## src/rtl/wb_master_arbiter.sv

```systemverilog
// wb_master_arbiter
// Shares one downstream Wishbone port between two requesters (m0: fetch,
// m1: data). A burst stays atomic: the winner holds the grant until every
// ack/err of its burst has returned. An aborted burst is drained: the
// remaining acks are absorbed without being forwarded.
//
// Ports:
//   i_clk, i_rst_n               clock, async active-low reset
//   mX_wb_{cyc,stb,we,adr,o_dat,sel,8_burst,4_burst}  requester inputs
//   mX_wb_{i_dat,ack,err}        requester responses (ack/err to grantee only)
//   s_wb_{cyc,stb,we,adr,o_dat,sel,8_burst,4_burst}   downstream request
//   s_wb_{i_dat,ack,err}         downstream response
//
// Build option: define ARB_ROUND_ROBIN_EN for round-robin arbitration when
// both masters request together; otherwise m0 has fixed priority.

`ifndef RW
`define RW 16
`endif
`ifndef WB_ADDR_W
`define WB_ADDR_W 24
`endif

module wb_master_arbiter #(
  parameter int MAX_BURST_LOG = 4
) (
  input  logic                  i_clk,
  input  logic                  i_rst_n,
  input  logic                  m0_wb_cyc,
  input  logic                  m0_wb_stb,
  input  logic                  m0_wb_we,
  input  logic [`WB_ADDR_W-1:0] m0_wb_adr,
  input  logic [`RW-1:0]        m0_wb_o_dat,
  input  logic [1:0]            m0_wb_sel,
  input  logic                  m0_wb_8_burst,
  input  logic                  m0_wb_4_burst,
  output logic [`RW-1:0]        m0_wb_i_dat,
  output logic                  m0_wb_ack,
  output logic                  m0_wb_err,
  input  logic                  m1_wb_cyc,
  input  logic                  m1_wb_stb,
  input  logic                  m1_wb_we,
  input  logic [`WB_ADDR_W-1:0] m1_wb_adr,
  input  logic [`RW-1:0]        m1_wb_o_dat,
  input  logic [1:0]            m1_wb_sel,
  input  logic                  m1_wb_8_burst,
  input  logic                  m1_wb_4_burst,
  output logic [`RW-1:0]        m1_wb_i_dat,
  output logic                  m1_wb_ack,
  output logic                  m1_wb_err,
  output logic                  s_wb_cyc,
  output logic                  s_wb_stb,
  output logic                  s_wb_we,
  output logic [`WB_ADDR_W-1:0] s_wb_adr,
  output logic [`RW-1:0]        s_wb_o_dat,
  output logic [1:0]            s_wb_sel,
  output logic                  s_wb_8_burst,
  output logic                  s_wb_4_burst,
  input  logic [`RW-1:0]        s_wb_i_dat,
  input  logic                  s_wb_ack,
  input  logic                  s_wb_err
);

  typedef enum logic [1:0] {IDLE = 2'd0, GRANT = 2'd1, DRAIN = 2'd2} state_e;
  typedef logic [MAX_BURST_LOG-1:0] rem_t;

  state_e state_q, state_d;
  logic   gnt_q, gnt_d, last_q, last_d;
  rem_t   rem_q, rem_d, rem_dec;

  logic req0, req1, win, live;
  logic g_cyc, g_stb, g_we, g_8, g_4;
  logic [`WB_ADDR_W-1:0] g_adr;
  logic [`RW-1:0]        g_dat;
  logic [1:0]            g_sel;

  // Writes are always single-beat; reads take their length from the hints.
  function automatic rem_t burst_len(input logic we, input logic b8, input logic b4);
    if (we)      return rem_t'(1);
    else if (b8) return rem_t'(8);
    else if (b4) return rem_t'(4);
    else         return rem_t'(1);
  endfunction

  assign req0 = m0_wb_cyc & m0_wb_stb;
  assign req1 = m1_wb_cyc & m1_wb_stb;

`ifdef ARB_ROUND_ROBIN_EN
  assign win = (req0 & req1) ? ~last_q : req1;
`else
  assign win = ~req0;
`endif

  // Request fields of the currently granted master.
  assign g_cyc = gnt_q ? m1_wb_cyc     : m0_wb_cyc;
  assign g_stb = gnt_q ? m1_wb_stb     : m0_wb_stb;
  assign g_we  = gnt_q ? m1_wb_we      : m0_wb_we;
  assign g_8   = gnt_q ? m1_wb_8_burst : m0_wb_8_burst;
  assign g_4   = gnt_q ? m1_wb_4_burst : m0_wb_4_burst;
  assign g_adr = gnt_q ? m1_wb_adr     : m0_wb_adr;
  assign g_dat = gnt_q ? m1_wb_o_dat   : m0_wb_o_dat;
  assign g_sel = gnt_q ? m1_wb_sel     : m0_wb_sel;

  // An ack/err only counts while beats are outstanding; ack+err together
  // consume a single beat, and stray responses at rem=0 cannot underflow.
  assign live    = (s_wb_ack | s_wb_err) & (rem_q != '0);
  assign rem_dec = rem_q - rem_t'(live);

  assign m0_wb_i_dat = s_wb_i_dat;
  assign m1_wb_i_dat = s_wb_i_dat;

  always_comb begin
    state_d      = state_q;
    gnt_d        = gnt_q;
    last_d       = last_q;
    rem_d        = rem_q;
    s_wb_cyc     = 1'b0;
    s_wb_stb     = 1'b0;
    s_wb_we      = 1'b0;
    s_wb_adr     = '0;
    s_wb_o_dat   = '0;
    s_wb_sel     = '0;
    s_wb_8_burst = 1'b0;
    s_wb_4_burst = 1'b0;
    m0_wb_ack    = 1'b0;
    m0_wb_err    = 1'b0;
    m1_wb_ack    = 1'b0;
    m1_wb_err    = 1'b0;
    unique case (state_q)
      IDLE: begin
        if (req0 | req1) begin
          gnt_d   = win;
          last_d  = win;
          rem_d   = win ? burst_len(m1_wb_we, m1_wb_8_burst, m1_wb_4_burst)
                        : burst_len(m0_wb_we, m0_wb_8_burst, m0_wb_4_burst);
          state_d = GRANT;
        end
      end
      GRANT: begin
        s_wb_cyc     = g_cyc;
        s_wb_stb     = g_stb & (rem_q != '0);
        s_wb_we      = g_we;
        s_wb_adr     = g_adr;
        s_wb_o_dat   = g_dat;
        s_wb_sel     = g_sel;
        s_wb_8_burst = g_8;
        s_wb_4_burst = g_4;
        if (rem_q != '0) begin
          m0_wb_ack = ~gnt_q & s_wb_ack;
          m0_wb_err = ~gnt_q & s_wb_err;
          m1_wb_ack =  gnt_q & s_wb_ack;
          m1_wb_err =  gnt_q & s_wb_err;
        end
        rem_d = rem_dec;
        if (!g_cyc) begin
          // Dropping cyc with beats still owed is an abort.
          state_d = (rem_dec == '0) ? IDLE : DRAIN;
        end else if (rem_q == '0 && g_stb) begin
          // Back-to-back transfer: keep the grant and reload the count.
          rem_d = burst_len(g_we, g_8, g_4);
        end
      end
      DRAIN: begin
        s_wb_cyc = 1'b1;
        rem_d    = rem_dec;
        if (rem_dec == '0) state_d = IDLE;
      end
      default: state_d = IDLE;
    endcase
  end

  always_ff @(posedge i_clk or negedge i_rst_n) begin
    if (!i_rst_n) begin
      state_q <= IDLE;
      gnt_q   <= 1'b0;
      last_q  <= 1'b1;
      rem_q   <= '0;
    end else begin
      state_q <= state_d;
      gnt_q   <= gnt_d;
      last_q  <= last_d;
      rem_q   <= rem_d;
    end
  end

endmodule

```

## config.mk

```make
export PLATFORM = sky130hd
export DESIGN_NAME = wb_master_arbiter
export DESIGN_NICKNAME = d
export VERILOG_FILES = /design/src/rtl/wb_master_arbiter.sv
export SDC_FILE = /design/constraint.sdc
export NUM_CORES = 1
export LEC_CHECK = 0
export ABC_AREA = 1
export CORE_MARGIN = 4
export CORE_UTILIZATION = 27
export CTS_CLUSTER_SIZE = 10
export DETAILED_ROUTE_END_ITERATION = 8
export GPL_TIMING_DRIVEN = 0
export PLACE_DENSITY = 0.91
export SLEW_MARGIN = 10
export SYNTH_ARGS = -nofsm -noshare
export SYNTH_HDL_FRONTEND = slang
export SYNTH_SLANG_ARGS = --single-unit
```

## constraint.sdc

```tcl
create_clock -name i_clk -period 2.2 [get_ports i_clk]
set_input_delay 0.44 -clock i_clk [delete_from_list [all_inputs] [get_ports i_clk]]
set_output_delay 0.44 -clock i_clk [all_outputs]
set_load 0.05 [all_outputs]
```

# == Word level (Yosys, flattened, before mapping) ==
# Cells that the tools add are included.
# totals
regBits,7
latchBits,0
mem_bits_rw,0
rom_bits,0
inputBits,114
out_inout_bits,83
elab_cells,73
memories,0
# op_classes
addsub,1
n_mul,0
div,0
order_cmp,0
eq_ne,5
n_shift,0
n_mux,43
bitwise,12
reduce_logical,9
# ops
op,count
24-bit two-way mux,2
4-bit two-way mux,10
16-bit two-way mux,2
1-bit two-way mux,17
2-bit two-way mux,6
4-bit one-hot mux with 3 select lines,1
3-bit two-way mux,3
1-bit AND,8
4-bit zero test,2
"2-bit inequality test, second input constant",3
2-bit one-hot mux with 3 select lines,1
2-bit AND reduction,2
4-bit nonzero test,1
4-bit by 1-bit subtractor with 4-bit output,1
3-bit AND reduction,1
3-bit nonzero test,1
"2-bit by 1-bit equality test with 1-bit output, second input constant",1
"2-bit equality test, second input constant",1
2-bit zero test,1
1-bit inverter,2
1-bit OR,2
1-bit one-hot mux with 2 select lines,1
1-bit logical AND,1

# == Logic depth before layout (Yosys ltp) ==
# logic_depth
ltp_word,7
mapped_depth,13
mapped_depth_nobuf,13

# == Least setup slack after synthesis ==
# OpenSTA, ideal clock, no wires.
# synth_timing
path_type,flip-flop to output port
from,register state_q[1]
to,output m0_wb_ack
t_arrival_ps,1973
required_time_ps,1760
slack_ps,-213
path_stages_with_launch,6
n_path_buf,1
path_cell_list,dfrtp_1 -> inv_1 -> ha_1 -> buf_2 -> nand2_1 -> nor3_1
# synth_between
elab_chain_len,2
# synth_rtl
element,line,source
"start, declared",67,"state_e state_q, state_d;"
"start signal, assigned",179,state_q <= state_d;
2-bit by 1-bit equality test with 1-bit output,129,unique case (state_q)
1-bit two-way mux,129,
"end, declared",38,"output logic m0_wb_ack,"
# Every way passes these cells.

# == Worst setup path after layout ==
# layout_timing
from,register state_q[0]
to,output s_wb_cyc
# layout_between
elab_chain_len,2
elab_cells_between_ends,3
classes_between,eq/ne (2); mux (1)
# layout_rtl
element,line,source
2-bit equality test or 2-bit by 1-bit equality test with 1-bit output (tied branches),129,
1-bit one-hot mux with 2 select lines *,129,
"end, declared",51,"output logic s_wb_cyc,"
# Every way passes the cells marked *; elsewhere a longest branch is shown, timed or not.

==> impl_metrics.tcl <==
set metrics [dict create \
    worstPathRequired_ps 1760 \
    fmax_ghz 0.4708 \
    post-route-cell-area_um2 3548 \
    rsz0062_at_grt "no" \
    cts_hold_repair.buffers 0 \
    rows 28 \
    cts_buffer_depth 2 \
    final_nets 621 \
    gr-total-overflow 0 \
    grt_pass1_wl_mm 12.95 \
    p_per_area_nw_per_um2 1353 \
    ys_seq_area_share_pct 10.49 \
    coreArea_um2 5956 \
    grt_usage_pct 21.70 \
    slew_violations 0 \
    die_area_um2 7504 \
    grt_pass1_vias 2666 \
    fin_crit_sh_pct 96.55 \
    place_congestion 0.8822 \
    worstReg2RegStart "rem_q[2]" \
    path_max_fanout 5 \
    fillers 583 \
    syn_nets 436 \
    setup_ws_ps 75.93 \
    path_class "flip-flop to output port" \
    drt_iter0_drc 73 \
    drc 0 \
    antenna_cells 0 \
    die_h_um 86.63 \
    path_clk_slew_ps 40 \
    portBuffers 180 \
    syn_area_um2 1669 \
    drt_pass1_iterations 4 \
    fin_worst_skew_ps 3.459 \
    total_power_mw 4.800 \
    yosysWarningCount 0 \
    ant_nets 0 \
    worst_setup_path_start_kind "flip-flop" \
    place_ws_ps -685.5 \
    dpl_cell_area_um2 3615 \
    cts_root_buffer "clkbuf_8" \
    vias 2663 \
    syn_area_per_cell_um2 5.265 \
    grt_max_degree 11 \
    hpwl_mm 7.373 \
    pin_count 197 \
    leakage_nw 1.735 \
    synthArstFlopShare_pct 100.0 \
    drive_gt1_share_pct 26.15 \
    synth-seq-cells 7 \
    vias_per_cell 4.623 \
    wire_per_inst_um 14.78 \
    drv_cap 0 \
    die_w_um 86.63 \
    clock_sinks 7 \
    worstHoldStart "rem_q[0]" \
    worstMarginPinSlew_ps 507.3 \
    startpoint "state_q[0]" \
    ys.flop_type "dfrtp_1" \
    critPathCaptureType "output port" \
    cts_tree "built" \
    finalHoldViolations 0 \
    r2r_slack_ps 250 \
    multiInputGateArea_um2 1142 \
    clkLatencyLatePin_ps 230 \
    outcome "complete, no violations" \
    min_path_type "flip-flop to flip-flop" \
    synth_edf_count 0 \
    drt_wl_total_mm 8.515 \
    area_growth_syn_to_layout_pct 112.6 \
    numCtsBuffers 3 \
    cp.arrival_ps 1680 \
    slew_headroom_pct 66.07 \
    netlist_instances 317 \
    register_area_um2 175.2 \
    fin_crit_ps 2124 \
    setup_viol 0 \
    ir_drop_uv 707.3 \
    antenna_found_initial 0 \
    synth_cell_type_count 22 \
    start_util_pct 28.03 \
    htree_levels 1 \
]
==> synthesized netlist by cell type, types with 2 or more instances <==
library cell | n | share of area, %
nand3_1 | 12 | 3.6
buf_6 | 3 | 2.0
inv_1 | 26 | 5.8
buf_2 | 5 | 1.5
nand2_1 | 55 | 12
ha_1 | 5 | 3.7
o21ai_1 | 3 | 0.90
nor2_1 | 93 | 21
nand2_4 | 2 | 1.3
dfrtp_1 | 7 | 10
nor3_1 | 4 | 1.2
a21oi_1 | 6 | 1.8
clkbuf_1 | 8 | 1.8
buf_4 | 32 | 14
o21ai_0 | 49 | 15
==> area by class of cell <==
class	count	area share [%]
sequential	7	4.937
multi-input combinational	235	32.19
tap	75	2.645
timing repair buffer	180	46.16
clock buffer	4	1.269
inverter	27	2.927
buffer	48	9.873
==> worst paths after layout <==
path,end,cells past startpoint
min in group asynchronous,rem_q[1],1
min,rem_q[0],2
max reg2reg,state_q[1],13
max,s_wb_cyc,5
max in group asynchronous,rem_q[3],1
min reg2reg,rem_q[0],2
==> through the flow <==
stage          setup TNS, ps  utilization, %  hold WS [ps]  cells
2_1_floorplan         -850.9               -         144.4    317
3_3_place_gp          -19540           60.69         468.7    572
3_5_place_dp          -22360           60.69         485.1    572
4_1_cts                    0           60.55         495.2    576
5_1_grt                    0           59.58         518.8    576
6_report                   0           59.58         488.3    576
==> flip-flops by register name, summed over array words and instances (netlist names) <==
signal and flops:
rem_q 4, state_q 2, gnt_q 1
==> critical path, cell delays in order (launching register included) <==
cell and delay [ps]:
dfrtp_1 410, inv_1 90, ha_1 370, inv_1 120, a21oi_1 170, buf_2 290
==> layout by cell type (no fill, tap or decap) <==
master and n:
clkdlybuf4s50_1 129, nor2_1 73, nand2_1 55, o21ai_0 49, buf_4 45, buf_2 30
inv_1 26, nor2_2 20, buf_6 13, nand3_1 11, dfrtp_1 7, clkbuf_2 5
a21oi_1 5, clkbuf_1 4, nor3_1 4, o21ai_1 3, ha_1 3, clkbuf_8 3
nand2_4 2, a21oi_2 2, clkbuf_4 2, inv_4 1, nand2_2 1, nor2_4 1
o21ai_2 1, xor2_2 1, nand4_1 1, nand3_2 1, ha_4 1, ha_2 1
clkdlybuf4s15_2 1
==> logic make-up after synthesis <==
logic type	count (synthesis)	synth area share, %
and+or+nand+nor	169	40.85
xor gates and xnor gates	1	0.5248
adders and majority gates	5	3.748
DFF	7	10.49
AOI/OAI and AO/OA	60	18.44
buffers and inverters	75	25.94
==> power breakdown <==
| part | internal (mW) | switching (mW) | leakage (nW) |
|---|---|---|---|
| Clock | 0.126 | 0.0597 | 0.0228 |
| Combinational | 1.33 | 3.05 | 1.62 |
| Sequential | 0.192 | 0.0481 | 0.0873 |
| Total | 1.64 | 3.16 | 1.74 |
==> what timing repair did <==
| action | 4_1_cts | 5_1_grt |
|---|---|---|
| pin swaps | 0 | 2 |
| buffers inserted | 0 | 0 |
| gates resized for setup | 251 | 50 |
| setup endpoints to repair | 51 | 48 |
==> per-layer routing <==
metal	track usage (%)	part of all wire [%]
met4	5.524	2.5
met1	23.45	38
met3	3.612	7.7
met2	42.91	52
met5	0	0
No activity file was read; power rests on OpenSTA's default activity.
